==> src/rtl/disp_pkg.sv <==
// Shared types and helpers for the display-source scheduler.
package disp_pkg;

  typedef enum logic [1:0] {
    MANUAL = 2'd0,
    AUTO   = 2'd1,
    FROZEN = 2'd2
  } disp_state_e;

  localparam logic [1:0] SRC_LED    = 2'd0;
  localparam logic [1:0] SRC_ALL    = 2'd1;
  localparam logic [1:0] SRC_JMP    = 2'd2;
  localparam logic [1:0] SRC_BRANCH = 2'd3;

  // Switch codes 4-7 fold back onto the LED source.
  function automatic logic [1:0] map_sel(input logic [2:0] s);
    return s[2] ? SRC_LED : s[1:0];
  endfunction

endpackage

==> src/rtl/dwell_timer.sv <==
// Dwell counter for auto-rotation: pulses expire on the last cycle of each dwell.
module dwell_timer #(
  parameter int DWELL_CYCLES = 100_000_000
) (
  input  logic clk,
  input  logic clr,
  input  logic run,
  input  logic restart,
  output logic expire
);

  localparam int CW = $clog2(DWELL_CYCLES);
  localparam logic [CW-1:0] LAST = CW'(DWELL_CYCLES - 1);

  logic [CW-1:0] cnt;

  // A restarting edge counts as cycle 0 of a fresh dwell, so it never expires.
  assign expire = run && !restart && (cnt == LAST);

  always_ff @(posedge clk) begin
    if (clr)          cnt <= '0;
    else if (restart) cnt <= run ? CW'(1) : '0;
    else if (run)     cnt <= expire ? '0 : cnt + CW'(1);
  end

endmodule

==> src/rtl/disp_src_sched.sv <==
// Chooses which CPU statistic drives the 7-segment display: manual, auto-rotate or frozen.
module disp_src_sched
  import disp_pkg::*;
#(
  parameter int DWELL_CYCLES = 100_000_000,
  parameter int DW           = 32
) (
  input  logic          clk,
  input  logic          clr,
  input  logic          auto_en,
  input  logic          freeze,
  input  logic [2:0]    sel,
  input  logic [DW-1:0] src_led,
  input  logic [DW-1:0] src_all,
  input  logic [DW-1:0] src_jmp,
  input  logic [DW-1:0] src_branch,
  output logic [DW-1:0] show_data,
  output logic [1:0]    show_idx,
  output logic          src_switch
);

  disp_state_e       state_q, mode;
  logic [3:0][DW-1:0] srcs;
  logic [1:0]        idx_nxt;
  logic [DW-1:0]     data_nxt;
  logic              run, restart, expire;

  assign srcs = {src_branch, src_jmp, src_all, src_led};

  // Mode acts on the edge it is sampled; state_q only remembers the previous mode.
  always_comb begin
    mode = MANUAL;
    if (freeze)       mode = FROZEN;
    else if (auto_en) mode = AUTO;
  end

  assign run     = (mode == AUTO);
  assign restart = (mode == MANUAL) || (state_q == FROZEN && mode != FROZEN);

  dwell_timer #(.DWELL_CYCLES(DWELL_CYCLES)) u_dwell (
    .clk     (clk),
    .clr     (clr),
    .run     (run),
    .restart (restart),
    .expire  (expire)
  );

  always_comb begin
    idx_nxt  = show_idx;
    data_nxt = show_data;
    case (mode)
      MANUAL: begin
        idx_nxt  = map_sel(sel);
        data_nxt = srcs[idx_nxt];
      end
      AUTO: begin
        if (expire) idx_nxt = show_idx + 2'd1;
        data_nxt = srcs[idx_nxt];
      end
      default: ;
    endcase
  end

  always_ff @(posedge clk) begin
    if (clr) begin
      state_q    <= MANUAL;
      show_idx   <= SRC_LED;
      show_data  <= '0;
      src_switch <= 1'b0;
    end else begin
      state_q    <= mode;
      show_idx   <= idx_nxt;
      show_data  <= data_nxt;
      src_switch <= (idx_nxt != show_idx);
    end
  end

endmodule

==> config.mk <==
export PLATFORM = sky130hd
export DESIGN_NAME = disp_src_sched
export DESIGN_NICKNAME = d
export VERILOG_FILES = /design/src/rtl/disp_pkg.sv /design/src/rtl/dwell_timer.sv /design/src/rtl/disp_src_sched.sv
export SDC_FILE = /design/constraint.sdc
export NUM_CORES = 1
export LEC_CHECK = 0
export CORE_ASPECT_RATIO = 0.5
export CORE_MARGIN = 1.5
export CORE_UTILIZATION = 44
export CTS_CLUSTER_DIAMETER = 60
export DETAILED_ROUTE_END_ITERATION = 8
export PLACE_DENSITY = 0.79
export SETUP_SLACK_MARGIN = 0.2
export SLEW_MARGIN = 20
export SYNTH_ARGS = -nofsm -noshare
export SYNTH_HDL_FRONTEND = slang
export SYNTH_SLANG_ARGS = --single-unit
==> constraint.sdc <==
create_clock -name clk -period 2 [get_ports clk]
set_input_delay 0.4 -clock clk [delete_from_list [all_inputs] [get_ports clk]]
set_output_delay 0.4 -clock clk [all_outputs]
set_load 0.03 [all_outputs]
Yosys cells after proc, flatten, opt, wreduce, memory -nomap -nowiden
Cells that the tools add are included.
{"block": "op_classes", "n_addsub": 2, "n_mul": 0, "order_cmp": 2, "bitwise_logic": 0, "shifts": 0, "muxes": 15, "n_eq_ne": 5, "div": 0, "reduce_logical": 8}
{"cell": "$bmux W32 S2", "count": 2}
{"cell": "$mux W27", "count": 3}
{"cell": "$mux W32", "count": 2}
{"cell": "$pmux W32 S2", "count": 1}
{"cell": "$add A27 B1 Y27 const B", "count": 1}
{"cell": "$eq A27 B27 Y1 const B", "count": 1}
{"cell": "$mux W2", "count": 4}
{"cell": "$lt A2 B3 Y1 const B", "count": 2}
{"cell": "$pmux W2 S2", "count": 1}
{"cell": "$reduce_bool A2 Y1", "count": 2}
{"cell": "$logic_and A1 B1 Y1", "count": 3}
{"cell": "$add A2 B1 Y2 const B", "count": 1}
{"cell": "$eq A2 B1 Y1 const B", "count": 1}
{"cell": "$eq A2 B2 Y1 const B", "count": 1}
{"cell": "$logic_not A2 Y1", "count": 1}
{"cell": "$mux W1", "count": 2}
{"cell": "$ne A2 B2 Y1", "count": 1}
{"cell": "$ne A2 B2 Y1 const B", "count": 1}
{"cell": "$logic_not A1 Y1", "count": 1}
{"cell": "$logic_or A1 B1 Y1", "count": 1}
{"block": "totals", "mem_count": 0, "latch_bits": 0, "mem_bits_rw": 0, "romBits": 0, "out_inout_bits": 35, "regBits": 64, "input_bits": 135, "word_cells": 37}

Logic depth before layout (Yosys ltp)
Gate-level depths: netlist of the first run.
{"block": "depth", "ltp_word": 13, "depth_mapped": 8, "ltp_nobuf": 6}

Cells and area by module
Synthesis of the first run repeated with hierarchy kept, for this count alone.
{"block": "unflattened", "hier_cells": 745, "hier_area_um2": 5432.7}
{"module": "disp_src_sched", "n_inst": 1, "seq_area_each_um2": 740.7, "area_each_um2": 3905.0, "cells_each": 553}
{"module": "dwell_timer", "n_inst": 1, "seq_area_each_um2": 540.5, "area_each_um2": 1527.7, "cells_each": 192}

Worst setup path before layout of the first run
No wires, ideal clock.
{"block": "synth_path", "path_type": "register to register", "start": "register show_idx[1]", "end": "register show_data[15]", "arrival_time_ps": 1996, "period_less_slack_ps": 2129, "required_time_ps": 1866, "setup_ps": 134, "stages_incl_launch_ff": 7, "path_buffers": 3, "slack_ps": -129, "cell_sequence": "dfxtp_1 > clkbuf_1 > buf_2 > buf_2 > mux4_2 > mux2i_1 > o22ai_1"}
{"block": "synth_via", "elab_chain_cells": 6}
{"element": "from (decl)", "line": "disp_src_sched.sv:18", "rtl": "output logic [1:0] show_idx,"}
{"element": "from (signal assigned)", "line": "disp_src_sched.sv:72", "rtl": "show_idx <= idx_nxt;"}
{"element": "$add A2 B1 Y2", "line": "disp_src_sched.sv:57", "rtl": "if (expire) idx_nxt = show_idx + 2'd1;"}
{"element": "$mux W2 *", "line": "disp_src_sched.sv:57"}
{"element": "$mux W2 *", "line": "disp_src_sched.sv:51", "rtl": "case (mode)"}
{"element": "$bmux W32 S2 *", "line": "disp_src_sched.sv:58", "rtl": "data_nxt = srcs[idx_nxt];"}
{"element": "$mux W32 (not written as such) *", "line": "disp_src_sched.sv:58"}
{"element": "$pmux W32 S2 *", "line": "disp_src_sched.sv:51"}
{"element": "to (signal assigned)", "line": "disp_src_sched.sv:73", "rtl": "show_data <= data_nxt;"}
{"element": "to (decl)", "line": "disp_src_sched.sv:17", "rtl": "output logic [DW-1:0] show_data,"}
Every way passes the cells marked *; elsewhere a longest branch is shown, timed or not. The select of a mux whose other input is x is not followed.
A chain may end at the register's enable or synchronous reset.

Worst setup path after layout of the first run
{"block": "layout_path", "start": "register u_dwell.cnt[9]", "end": "register show_data[20]"}
{"block": "layout_via", "elab_chain_cells": 7}
{"element": "from (decl)", "line": "dwell_timer.sv:15", "rtl": "logic [CW-1:0] cnt;"}
{"element": "from (signal assigned)", "line": "dwell_timer.sv:22", "rtl": "else if (restart) cnt <= run ? CW'(1) : '0;"}
{"element": "from (signal assigned)", "line": "dwell_timer.sv:23", "rtl": "else if (run) cnt <= expire ? '0 : cnt + CW'(1);"}
{"element": "$eq A27 B27 Y1", "line": "dwell_timer.sv:18", "rtl": "assign expire = run && !restart && (cnt == LAST);"}
{"element": "$logic_and A1 B1 Y1", "line": "dwell_timer.sv:18"}
{"element": "$mux W2", "line": "disp_src_sched.sv:57"}
{"element": "$mux W2", "line": "disp_src_sched.sv:51"}
{"element": "$bmux W32 S2", "line": "disp_src_sched.sv:58"}
{"element": "$mux W32 (not written as such)", "line": "disp_src_sched.sv:58"}
{"element": "$pmux W32 S2", "line": "disp_src_sched.sv:51"}
Every way passes these cells. The select of a mux whose other input is x is not followed.

==> run_summary.xml, run 1 <==
<?xml version="1.0" encoding="UTF-8"?>
<metrics>
  <group name="run_status">
    <metric name="outcome" unit="">finished, violations left</metric>
    <metric name="violated_checks" unit="">negative setup slack</metric>
  </group>
  <group name="setup_path">
    <metric name="crit_required" unit="ns">2.20</metric>
    <metric name="r2r-start" unit="">u_dwell.cnt[9]</metric>
    <metric name="worstSetupPathType" unit="">flip-flop to flip-flop</metric>
    <metric name="timing.reg2reg.worst_path_depth" unit="">6</metric>
    <metric name="crit_chain" unit="">or4_4, nor4_4, nand3_4, buf_12, mux2i_1, o22ai_1</metric>
    <metric name="slowest_stage" unit="">or4_4</metric>
    <metric name="timing.reg2reg.setup_slack" unit="ns">-0.04</metric>
    <metric name="critical-path-top-delay-family" unit="">simple AND/OR/NAND/NOR gates</metric>
    <metric name="worst_ep_arrival_time" unit="ns">2.24</metric>
    <metric name="setup.worst_path.end_class" unit="">flip-flop</metric>
    <metric name="regToRegEndpoint" unit="">show_data[20]</metric>
    <metric name="critical_path.max_stage_delay" unit="ns">0.54</metric>
    <metric name="cp_max_fo" unit="">14</metric>
    <metric name="worst_setup_sp_type" unit="">flip-flop</metric>
    <metric name="timing.critical_path.buf_inv" unit="">1</metric>
    <metric name="worstSetupPathDepth" unit="">6</metric>
  </group>
  <group name="synthesis">
    <metric name="number_of_unique_standard_cell_types_used_by_synthesis" unit="">48</metric>
    <metric name="synth-seq-area-share" unit="">0.2215</metric>
    <metric name="syn_avg_cell_area" unit="um2">9.902</metric>
    <metric name="netlist.area_leader.share" unit="">0.2492</metric>
    <metric name="synthXorXnorAreaFrac" unit="">0.006058</metric>
    <metric name="mappedNetlistNets" unit="">720</metric>
    <metric name="postSynth.asyncResetShare" unit="">0</metric>
    <metric name="largest_family_of_logic_cells_by_synthesized_area" unit="">multiplexers</metric>
    <metric name="postSynth.topFlopCell" unit="">dfxtp_1</metric>
    <metric name="synth.mux.area_fraction" unit="">0.4310</metric>
    <metric name="mapped_cell_area" unit="um2">5783</metric>
    <metric name="synth-seq-cells" unit="">64</metric>
    <metric name="synth_area_leader_cell" unit="">mux4_2</metric>
    <metric name="gate_count_post_synth" unit="">584</metric>
    <metric name="synth_edf_count" unit="">0</metric>
    <metric name="synth_area_leaders" unit="">mux4_2 (25%), dfxtp_1 (22%), mux2i_1 (12%), mux2_2 (6.2%), a22oi_1 (4.3%)</metric>
    <metric name="synth_compound_gate_area_share" unit="">0.1595</metric>
    <metric name="post_synthesis_adder_cell_area_fraction" unit="">0.002164</metric>
    <metric name="ys.warnings.count" unit="">0</metric>
    <metric name="post_synth_and_or_nand_nor_area_fraction" unit="">0.1298</metric>
  </group>
  <group name="sta">
    <metric name="final_cycle_share" unit="">1.021</metric>
    <metric name="post-route-min-period" unit="ns">2.041</metric>
    <metric name="finalHoldViolations" unit="">0</metric>
    <metric name="maxSlewViolCount" unit="">0</metric>
    <metric name="final.setup.tns" unit="ns">-0.06839</metric>
    <metric name="unrepaired_setup_endpoints_after_global_routing" unit="">true</metric>
    <metric name="skew" unit="ns">0.009178</metric>
    <metric name="max_clock_freq" unit="GHz">0.4899</metric>
    <metric name="setup_ws" unit="ns">-0.04119</metric>
    <metric name="max_slew_margin" unit="">0.6627</metric>
    <metric name="finalSetupViolCount" unit="">4</metric>
    <metric name="tightestPinTransition" unit="ns">0.5018</metric>
  </group>
  <group name="placed_design">
    <metric name="dpl-instance-area" unit="um2">7993</metric>
    <metric name="globalplace.congestion" unit="">0.8966</metric>
    <metric name="port_buffers" unit="">169</metric>
    <metric name="dp_hpwl" unit="mm">13.08</metric>
  </group>
  <group name="floorplan">
    <metric name="placeableCoreArea" unit="um2">12740</metric>
    <metric name="placement_rows" unit="">29</metric>
    <metric name="pin_count" unit="">170</metric>
    <metric name="start_util" unit="">0.4541</metric>
    <metric name="floorplan.die_area" unit="um2">13880</metric>
    <metric name="dieWidth" unit="um">165.1</metric>
    <metric name="die_span_y" unit="um">84.07</metric>
  </group>
  <group name="global_route">
    <metric name="overflow" unit="">0</metric>
    <metric name="track_usage" unit="">0.2697</metric>
    <metric name="grt_first_pass_wirelength" unit="mm">29.67</metric>
    <metric name="antenna_violations_before_repair" unit="">0</metric>
    <metric name="grt_start_max_net_pins" unit="">45</metric>
    <metric name="via_count_of_the_first_global_routing_pass" unit="">5959</metric>
  </group>
  <group name="final_layout">
    <metric name="fillerInstances" unit="">912</metric>
    <metric name="final_design_area_no_fill" unit="um2">8710</metric>
    <metric name="nNetsFinal" unit="">900</metric>
    <metric name="multiInputGateArea" unit="um2">4509</metric>
    <metric name="n_antenna_cell" unit="">0</metric>
    <metric name="flow.area_growth_from_synthesis" unit="%">50.61</metric>
    <metric name="ff_latch_area" unit="um2">1289</metric>
    <metric name="final_core_util" unit="">0.6839</metric>
    <metric name="post_route_cells_drive_above_1_share" unit="">0.2822</metric>
  </group>
  <group name="pwr">
    <metric name="largest_vdd_supply_drop" unit="V">0.0004621</metric>
    <metric name="powerDensity" unit="nW/um2">490.0</metric>
    <metric name="total_leakage_power" unit="nW">3.321</metric>
    <metric name="clock_power_share" unit="">0.374</metric>
    <metric name="p_int" unit="mW">3.019</metric>
    <metric name="netSwitchingPower" unit="mW">1.249</metric>
    <metric name="portion_of_total_power_attributed_to_combinational_logic" unit="">0.305</metric>
    <metric name="power_share_of_the_sequential_group" unit="">0.321</metric>
    <metric name="power.switching_fraction" unit="">0.2927</metric>
  </group>
  <group name="clock_network">
    <metric name="cts_htree_levels" unit="">3</metric>
    <metric name="cts-root-buf" unit="">clkbuf_16</metric>
    <metric name="clk_transition_reported_paths" unit="ns">0.06</metric>
    <metric name="clk-insertion-delay-late" unit="ns">0.35</metric>
    <metric name="numCtsBuffers" unit="">9</metric>
    <metric name="clock-sinks" unit="">64</metric>
    <metric name="cts_tree" unit="">built</metric>
    <metric name="post_cts_hold_buffer_count" unit="">0</metric>
    <metric name="clk_path_buf_depth" unit="">2</metric>
  </group>
  <group name="route">
    <metric name="wl_per_cell" unit="um">20.60</metric>
    <metric name="antenna_left" unit="">0</metric>
    <metric name="vias_per_cell" unit="">6.553</metric>
    <metric name="drc" unit="">0</metric>
    <metric name="initialDrtViolationCount" unit="">505</metric>
    <metric name="drtPass1Iterations" unit="">7</metric>
    <metric name="route.vias.total" unit="">6153</metric>
    <metric name="routed_wl" unit="mm">19.34</metric>
  </group>
  <group name="worst_hold_path">
    <metric name="min_to" unit="">u_dwell.cnt[6]</metric>
    <metric name="timing.hold.worst.class" unit="">flip-flop to flip-flop</metric>
    <metric name="holdCritStartpoint" unit="">u_dwell.cnt[6]</metric>
    <metric name="min_path_cells" unit="">2</metric>
  </group>
  <group name="flow_run">
    <metric name="drv.max_cap_violation_count" unit="">0</metric>
  </group>
</metrics>
-- what timing repair did --
item | in CTS | in global routing
buffers inserted | 2 | 0
gates cloned | 2 | 1
setup endpoints to repair | 63 | 68
resized for setup | 24 | 37
pin swaps | 14 | 4
hold endpoints to repair | 0 | 0
-- cell families after synthesis --
logic type               Yosys count
AO/OA/AOI/OAI                    145
multiplexers                     165
flip-flops                        64
XOR/XNOR                           4
AND/OR/NAND/NOR                  138
adder cells (fa/ha/maj)            1
buffers and inverters             67
-- power groups by stage --
stage               Clock [mW]  Sequential [mW]  Combinational, mW
floorplan                    0             1.49              0.581
global placement             0             1.40               1.23
detailed placement           0             1.40               1.27
CTS                       1.60             1.37               1.27
global route              1.67             1.38               1.38
finish                    1.60             1.37               1.30
-- layer usage --
layer  GRT usage  vias up  routed length (um)  part of all wire
met5           0        -                   0                 0
met2      0.4732      315                9858              0.51
met1      0.3261     3027                7638              0.39
met4      0.1040        0                 700             0.036
met3     0.05017       70                1143             0.059
li1            -     2741                   -                 -
-- state kept, by name, indices dropped and copies added (netlist names) --
signal / count
state_q: 2
show_idx: 2
src_switch: 1
show_data: 32
u_dwell.cnt: 27
-- cells in the final DEF (no fill, tap or decap), types with 11 or more instances in the layout --
master           netlist  routed
clkdlybuf4s50_1        0     158
mux2i_1               69      67
mux4_2                64      64
dfxtp_1               64      60
nand2_1               52      51
buf_4                  0      40
o22ai_1               35      34
a22oi_1               33      33
mux2_2                32      32
o21ai_1               28      27
a31oi_1               27      17
nand4_1               14      14
nand3_1               17      13
buf_12                 0      13
clkbuf_16              0      11
-- worst register-to-register path: stages, from the launching register on --
cell	delay (ns)
dfxtp_2	0.33
or4_4	0.54
nor4_4	0.24
nand3_4	0.23
buf_12	0.23
mux2i_1	0.21
o22ai_1	0.11
-- Yosys cell counts (2+ instances only) --
library cell,number
a21oi_1,3
a22oi_1,33
a31oi_1,27
and2_1,3
and3_1,3
and4_1,4
buf_1,2
buf_2,18
buf_6,2
clkbuf_1,38
dfxtp_1,64
inv_1,6
mux2_2,32
mux2i_1,69
mux4_2,64
nand2_1,52
nand2b_1,2
nand3_1,17
nand3b_1,8
nand4_1,14
nor2_1,6
nor2b_1,2
nor3_1,9
nor4_1,2
nor4b_1,2
o211ai_1,4
o21ai_0,8
o21ai_1,28
o22ai_1,35
or2_2,2
or4_1,4
or4b_1,3
xnor2_1,2
xor2_1,2
-- through the flow --
| stage | setup slack (ns) | hold WS [ns] | std cells | power, mW |
|---|---|---|---|---|
| after CTS | 0.04889 | 0.4821 | 938 | 4.246 |
| after floorplan | 0.1711 | 0.4475 | 584 | 2.075 |
| final | -0.04119 | 0.5185 | 939 | 4.268 |
| after detailed placement | -0.3560 | 0.4686 | 918 | 2.663 |
| after global routing | -0.09875 | 0.5330 | 939 | 4.420 |
| after global placement | -0.2471 | 0.4711 | 918 | 2.628 |
-- layout make-up --
class	count	area share
sequential	64	0.1480
multi-input combinational	454	0.5177
clock buffer	11	0.03031
tap	170	0.02442
inverter	7	0.003017
timing repair buffer	228	0.2724
clock inverter	5	0.004166
-- how the worst max path moves through the flow --
stage                        start  slack (ns)         endpoint
finish              u_dwell.cnt[9]       -0.04    show_data[20]
floorplan           u_dwell.cnt[9]        0.17  u_dwell.cnt[12]
detailed placement          freeze       -0.36    show_data[20]
CTS                 u_dwell.cnt[9]        0.05    show_data[20]
global route        u_dwell.cnt[0]        -0.1  u_dwell.cnt[26]
global placement           auto_en       -0.25      show_idx[1]
Power figures use the tool's default switching activity.
==> inputs of run 2 (changes only) <==
--- a/config.mk
+++ b/config.mk
@@ -5,6 +5,7 @@
 export SDC_FILE = /design/constraint.sdc
 export NUM_CORES = 1
 export LEC_CHECK = 0
+export CAP_MARGIN = 20
 export CORE_ASPECT_RATIO = 0.5
 export CORE_MARGIN = 1.5
 export CORE_UTILIZATION = 44
==> results of run 2 <==
Final layout, timing and power as in run 1 (identical DEF).
==> inputs of run 3 (changes only) <==
--- a/config.mk
+++ b/config.mk
@@ -13,7 +13,6 @@
 export DETAILED_ROUTE_END_ITERATION = 8
 export PLACE_DENSITY = 0.79
 export SETUP_SLACK_MARGIN = 0.2
-export SLEW_MARGIN = 20
 export SYNTH_ARGS = -nofsm -noshare
 export SYNTH_HDL_FRONTEND = slang
 export SYNTH_SLANG_ARGS = --single-unit
==> results of run 3 <==
Final layout, timing and power as in run 1 (identical DEF).
